### src/rtl/ttd_chan_sched.sv
// Channel scheduler that time-multiplexes one tone/transition detector over NCH
// channels, keeping each channel's delayed tone-detect bit in a local array.
module ttd_chan_sched #(
  parameter int unsigned NCH = 32,
  parameter int unsigned AW  = 5,
  parameter int unsigned TMO = 15
) (
  input  logic          clk,
  input  logic          reset,
  input  logic          fs,
  output logic          ch_rd_en,
  output logic [AW-1:0] ch_addr,
  input  logic          ch_rd_valid,
  output logic          td,
  input  logic          tdr,
  input  logic          tr,
  input  logic          tdp,
  output logic          res_valid,
  input  logic          res_ready,
  output logic [AW-1:0] res_chan,
  output logic          res_tr,
  output logic          res_tdp,
  input  logic          clr_req,
  input  logic [AW-1:0] clr_chan,
  output logic          busy,
  output logic          frame_done,
  output logic          overrun,
  output logic          timeout
);

  localparam int unsigned CW = $clog2(TMO + 1);
  localparam logic [AW-1:0] LAST_CH  = AW'(NCH - 1);
  localparam logic [CW-1:0] CNT_LAST = CW'(TMO - 1);
  localparam logic [AW:0]   NCH_W    = (AW + 1)'(NCH);

  typedef enum logic [2:0] {
    S_IDLE, S_READ, S_WAIT, S_EVAL, S_OUT, S_DONE
  } state_t;

  state_t          state, state_nxt;
  logic [AW-1:0]   addr_nxt;
  logic [CW-1:0]   cnt, cnt_nxt;
  logic [NCH-1:0]  td_q;
  logic            timeout_nxt, overrun_nxt, capture, adv;

  assign td = td_q[ch_addr];

  // Next-state logic; adv moves to the next channel or ends the pass.
  always_comb begin
    state_nxt   = state;
    addr_nxt    = ch_addr;
    cnt_nxt     = cnt;
    timeout_nxt = 1'b0;
    overrun_nxt = 1'b0;
    capture     = 1'b0;
    adv         = 1'b0;
    case (state)
      S_IDLE: begin
        if (fs) begin
          state_nxt = S_READ;
          addr_nxt  = '0;
        end
      end
      S_READ: begin
        overrun_nxt = fs;
        cnt_nxt     = '0;
        state_nxt   = S_WAIT;
      end
      S_WAIT: begin
        overrun_nxt = fs;
        if (ch_rd_valid) begin
          state_nxt = S_EVAL;
        end else begin
          cnt_nxt = cnt + CW'(1);
          if (cnt == CNT_LAST) begin
            timeout_nxt = 1'b1;
            adv         = 1'b1;
          end
        end
      end
      S_EVAL: begin
        overrun_nxt = fs;
        capture     = 1'b1;
        state_nxt   = S_OUT;
      end
      S_OUT: begin
        overrun_nxt = fs;
        if (res_ready) adv = 1'b1;
      end
      S_DONE: begin
        if (fs) begin
          state_nxt = S_READ;
          addr_nxt  = '0;
        end else begin
          state_nxt = S_IDLE;
        end
      end
      default: state_nxt = S_IDLE;
    endcase
    if (adv) begin
      if (ch_addr == LAST_CH) begin
        state_nxt = S_DONE;
      end else begin
        state_nxt = S_READ;
        addr_nxt  = ch_addr + AW'(1);
      end
    end
  end

  // State register with status strobes decoded from the next state.
  always_ff @(posedge clk or posedge reset) begin
    if (reset) begin
      state      <= S_IDLE;
      ch_addr    <= '0;
      cnt        <= '0;
      ch_rd_en   <= 1'b0;
      res_valid  <= 1'b0;
      busy       <= 1'b0;
      frame_done <= 1'b0;
      overrun    <= 1'b0;
      timeout    <= 1'b0;
    end else begin
      state      <= state_nxt;
      ch_addr    <= addr_nxt;
      cnt        <= cnt_nxt;
      ch_rd_en   <= (state_nxt == S_READ);
      res_valid  <= (state_nxt == S_OUT);
      busy       <= (state_nxt != S_IDLE);
      frame_done <= (state_nxt == S_DONE);
      overrun    <= overrun_nxt;
      timeout    <= timeout_nxt;
    end
  end

  // Result capture, held through OUT until accepted.
  always_ff @(posedge clk or posedge reset) begin
    if (reset) begin
      res_chan <= '0;
      res_tr   <= 1'b0;
      res_tdp  <= 1'b0;
    end else if (capture) begin
      res_chan <= ch_addr;
      res_tr   <= tr;
      res_tdp  <= tdp;
    end
  end

  // TD array; the clear is written last so it wins over a same-cycle update.
  always_ff @(posedge clk or posedge reset) begin
    if (reset) begin
      td_q <= '0;
    end else begin
      if (capture) td_q[ch_addr] <= tdr;
      if (clr_req && ({1'b0, clr_chan} < NCH_W)) td_q[clr_chan] <= 1'b0;
    end
  end

endmodule

### config.mk
export PLATFORM = sky130hd
export DESIGN_NAME = ttd_chan_sched
export DESIGN_NICKNAME = d
export VERILOG_FILES = /design/src/rtl/ttd_chan_sched.sv
export SDC_FILE = /design/constraint.sdc
export NUM_CORES = 1
export LEC_CHECK = 0
export ABC_AREA = 1
export BUFFER_PORTS_ARGS = -buffer_cell sky130_fd_sc_hd__buf_2
export CAP_MARGIN = 10
export CORE_MARGIN = 5
export CORE_UTILIZATION = 58
export CTS_BUF_LIST = sky130_fd_sc_hd__clkbuf_8
export DETAILED_ROUTE_END_ITERATION = 10
export PLACE_DENSITY = 0.78
export RECOVER_POWER = 50
export SLEW_MARGIN = 30
export SYNTH_ARGS = -nofsm -noshare
export SYNTH_HDL_FRONTEND = slang
export SYNTH_SLANG_ARGS = --single-unit
export TNS_END_PERCENT = 50
### constraint.sdc
create_clock -name clk -period 2.3 [get_ports clk]
set_input_delay 0.345 -clock clk [delete_from_list [all_inputs] [get_ports clk]]
set_output_delay 0.345 -clock clk [all_outputs]
set_load 0.02 [all_outputs]
==> summary.md <==
| Metric | Value |
|---|---|
| Status | `completed` |
| Setup Crit Path Kind | `reg -> out` |
| Hold Vio Cnt, Final | `0` |
| Post-Synth XOR/XNOR Area | `0.258%` |
| Final min period | `2170 ps` |
| Clock latency on the worst-skew pair | `340 ps` |
| Clock buffer count from CTS | `9` |
| YS warnings | `0` |
| Cells after synthesis | `483` |
| Routed wire length per instance | `14.2 µm` |
| WP data arrival | `1830 ps` |
| Reg2Reg Depth | `8` |
| Worst vdd ir | `589 µV` |
| CTS Buffer Depth | `2` |
| Root buf cell | `clkbuf_8` |
| Final Max Tran Viols | `0` |
| GPL Wtd Cong | `0.923` |
| PD cells | `996 nW/µm²` |
| # port buffers | `32` |
| First-pass GRT wire length | `14,000 µm` |
| Flops & latches, synth | `57` |
| Io pins | `33` |
| Area of the die | `7490 µm²` |
| Synth-to-Final Area Change | `12.7%` |
| Unique masters post-synth | `26` |
| Antenna Nets Post-Route | `0` |
| Post-synthesis compound-gate area fraction | `8.17%` |
| Post-CTS Hold Buffers | `0` |
| Clock sinks | `57` |
| Die height | `86.6 µm` |
| EDFF count, synth | `0` |
| DRC viols | `0` |
| Grt total ovfl | `0` |
| Peak Freq | `0.460 GHz` |
| Leak Pwr | `2.12 nW` |
| Post-synthesis mux area share | `0%` |
| Slowest stage delay, CP | `510 ps` |
| Vias | `3,199` |
| Clock Skews | `6.59 ps` |
| HP Class | `in -> reg` |
| Data required, critical path | `1960 ps` |
| Adder-cell area share of the yosys netlist | `2.58%` |
| Site Rows | `27` |
| CP max FO | `10` |
| CP max stage cell | `dfrtp_2` |
| ANT cells | `0` |
| Initial antenna violation count | `0` |
| Initial core utilization | `60.6%` |
| Mapped Nets | `504` |
| Via/cell ratio | `5.37` |
| H-tree Lvls | `3` |
| Drt pass-1 iters | `6` |
| Simple-Gate Fraction of Synth Area | `37.1%` |
| Final WL | `8440 µm` |
| R2R Setup Slk | `370 ps` |
| Worst-margin pin slew | `1440 ps` |
| WHS Path Cells | `3` |
| DRT iter0 DRCs | `304` |
| Horiz. Die Dim | `86.6 µm` |
| Endpoint class of the critical path | `primary output` |
| Reg clk slew, reported paths | `60 ps` |
| Number of global-route vias before repair | `2,885` |
| Final nets | `541` |
| Area of the mapped netlist | `3400 µm²` |
| Largest family of logic cells by synthesized area | `simple AND/OR/NAND/NOR gates` |
| Sequential-to-total area share from yosys stat | `42.0%` |
| CTS tree | `yes` |
| Final Instance Area | `3830 µm²` |
| Period utilisation layout | `94.5%` |
| Async set or reset register ratio after synthesis | `100%` |
| Syn avg cell area | `7.04 µm²` |
| All-Layer GR Usage | `24.1%` |
| Critical-path cell list | `inv_1, nor3_4, nand2_1, nand2_1, nor2_1, nand2_1, buf_2` |
| Max-slew headroom | `4.08%` |
| Crit start category | `register` |
| Max-cap viol count | `0` |
| Top_reg_cell synth | `dfrtp_1` |
| Setup TNS | `0 ps` |
| Core area | `5610 µm²` |
| Final setup viols | `0` |
| Pin count of the biggest net entering global routing | `58` |
| Cell with the most instances on the worst path | `nand2_1` |
| Dpl cell area | `3620 µm²` |
| DP HPWL | `5690 µm` |
| Share of layout cells above drive strength 1 | `13.7%` |
==> worst max-delay path: cells and delay by family (launching register included) <==
| family | cells | cell delay, ps |
|---|---|---|
| and+or+nand+nor | 5 | 620 |
| DFF | 1 | 510 |
| buffers and inverters | 2 | 360 |
==> cell usage in the layout (no fill, tap or decap), types with 2 or more instances in the layout <==
cell type and count:
a21oi_1 27, buf_2 26, buf_4 6, clkbuf_1 6, clkbuf_8 11, clkinv_2 2
dfrtp_1 54, dfrtp_2 3, ha_1 7, inv_1 62, inv_2 5, inv_4 2
nand2_1 143, nand3_1 53, nand4_1 5, nor2_1 57, nor2_4 2, nor3_1 9
nor3_2 2, nor3_4 4, o21ai_0 27
==> where the power goes <==
group	total, mW	switching [mW]	internal [mW]
sequential	1.44	0.165	1.28
clock	0.936	0.391	0.545
combinational	1.44	0.964	0.476
==> metal layers <==
layer,GRT usage [%],wire (µm),vias up
li1,-,-,1596
met1,33.5,3710,1449
met2,38.4,3900,126
met3,5.13,685,28
met4,6.52,153,0
met5,0,0,-
==> cell usage after synthesis, drive strengths merged (3+ instances only) <==
master | instances | area [µm²]
nor3 | 15 | 130
ha | 7 | 87.6
o21ai | 27 | 135
nand2 | 144 | 546
inv | 68 | 255
nand3 | 55 | 293
clkbuf | 3 | 11.3
nor2 | 61 | 263
dfrtp | 57 | 1430
nand4 | 5 | 31.3
a21oi | 27 | 135
buf | 11 | 66.3
==> what timing repair did <==
action / 4_1_cts / 5_1_grt
setup endpoints to repair: 1 / 1
setup buffers: 0 / 2
gates resized for setup: 2 / 6
pin swaps: 0 / 1
==> flip-flops by register name, summed over array words and instances, names as in the netlist <==
signal and cells:
busy 1, res_chan 5, res_tdp 1, state 3, overrun 1, frame_done 1, cnt 4, ch_rd_en 1
td_q 32, ch_addr 5, timeout 1, res_tr 1, res_valid 1
==> worst paths after layout <==
kind,start,end
min in group asynchronous,reset,td_q[10]
setup reg to reg,ch_addr[1],td_q[20]
max in group asynchronous,reset,ch_addr[4]
setup / recovery,ch_addr[2],td
hold reg to reg,res_tr,res_tr
hold / removal,tr,res_tr
==> layout make-up <==
class,instances,area (µm²)
inverter,69,268
clock inverter,4,43.8
tap,72,90.1
timing repair buffer,40,214
sequential,57,1430
fill,512,1780
clock buffer,11,151
multi-input combinational,343,1630
==> stage by stage <==
stage | hold slack [ps] | setup WS, ps | instances | power, mW | util (%)
floorplan | 455 | 429 | 483 | 2.49 | -
global placement | 457 | 366 | 579 | 2.81 | 64.5
detailed placement | 466 | 358 | 579 | 2.86 | 64.5
CTS | 198 | 35.0 | 594 | 3.79 | 68.0
global route | 196 | -4.53 | 596 | 4.11 | 68.3
finish | 195 | 126 | 596 | 3.82 | 68.3
==> kinds of logic after synthesis <==
group                    Yosys count
AND/OR/NAND/NOR                  280
buffers and inverters             83
flip-flops                        57
AO/OA/AOI/OAI                     55
adder cells (fa/ha/maj)            7
XOR/XNOR                           1
Note: power is estimated with default switching activity, not from simulation.
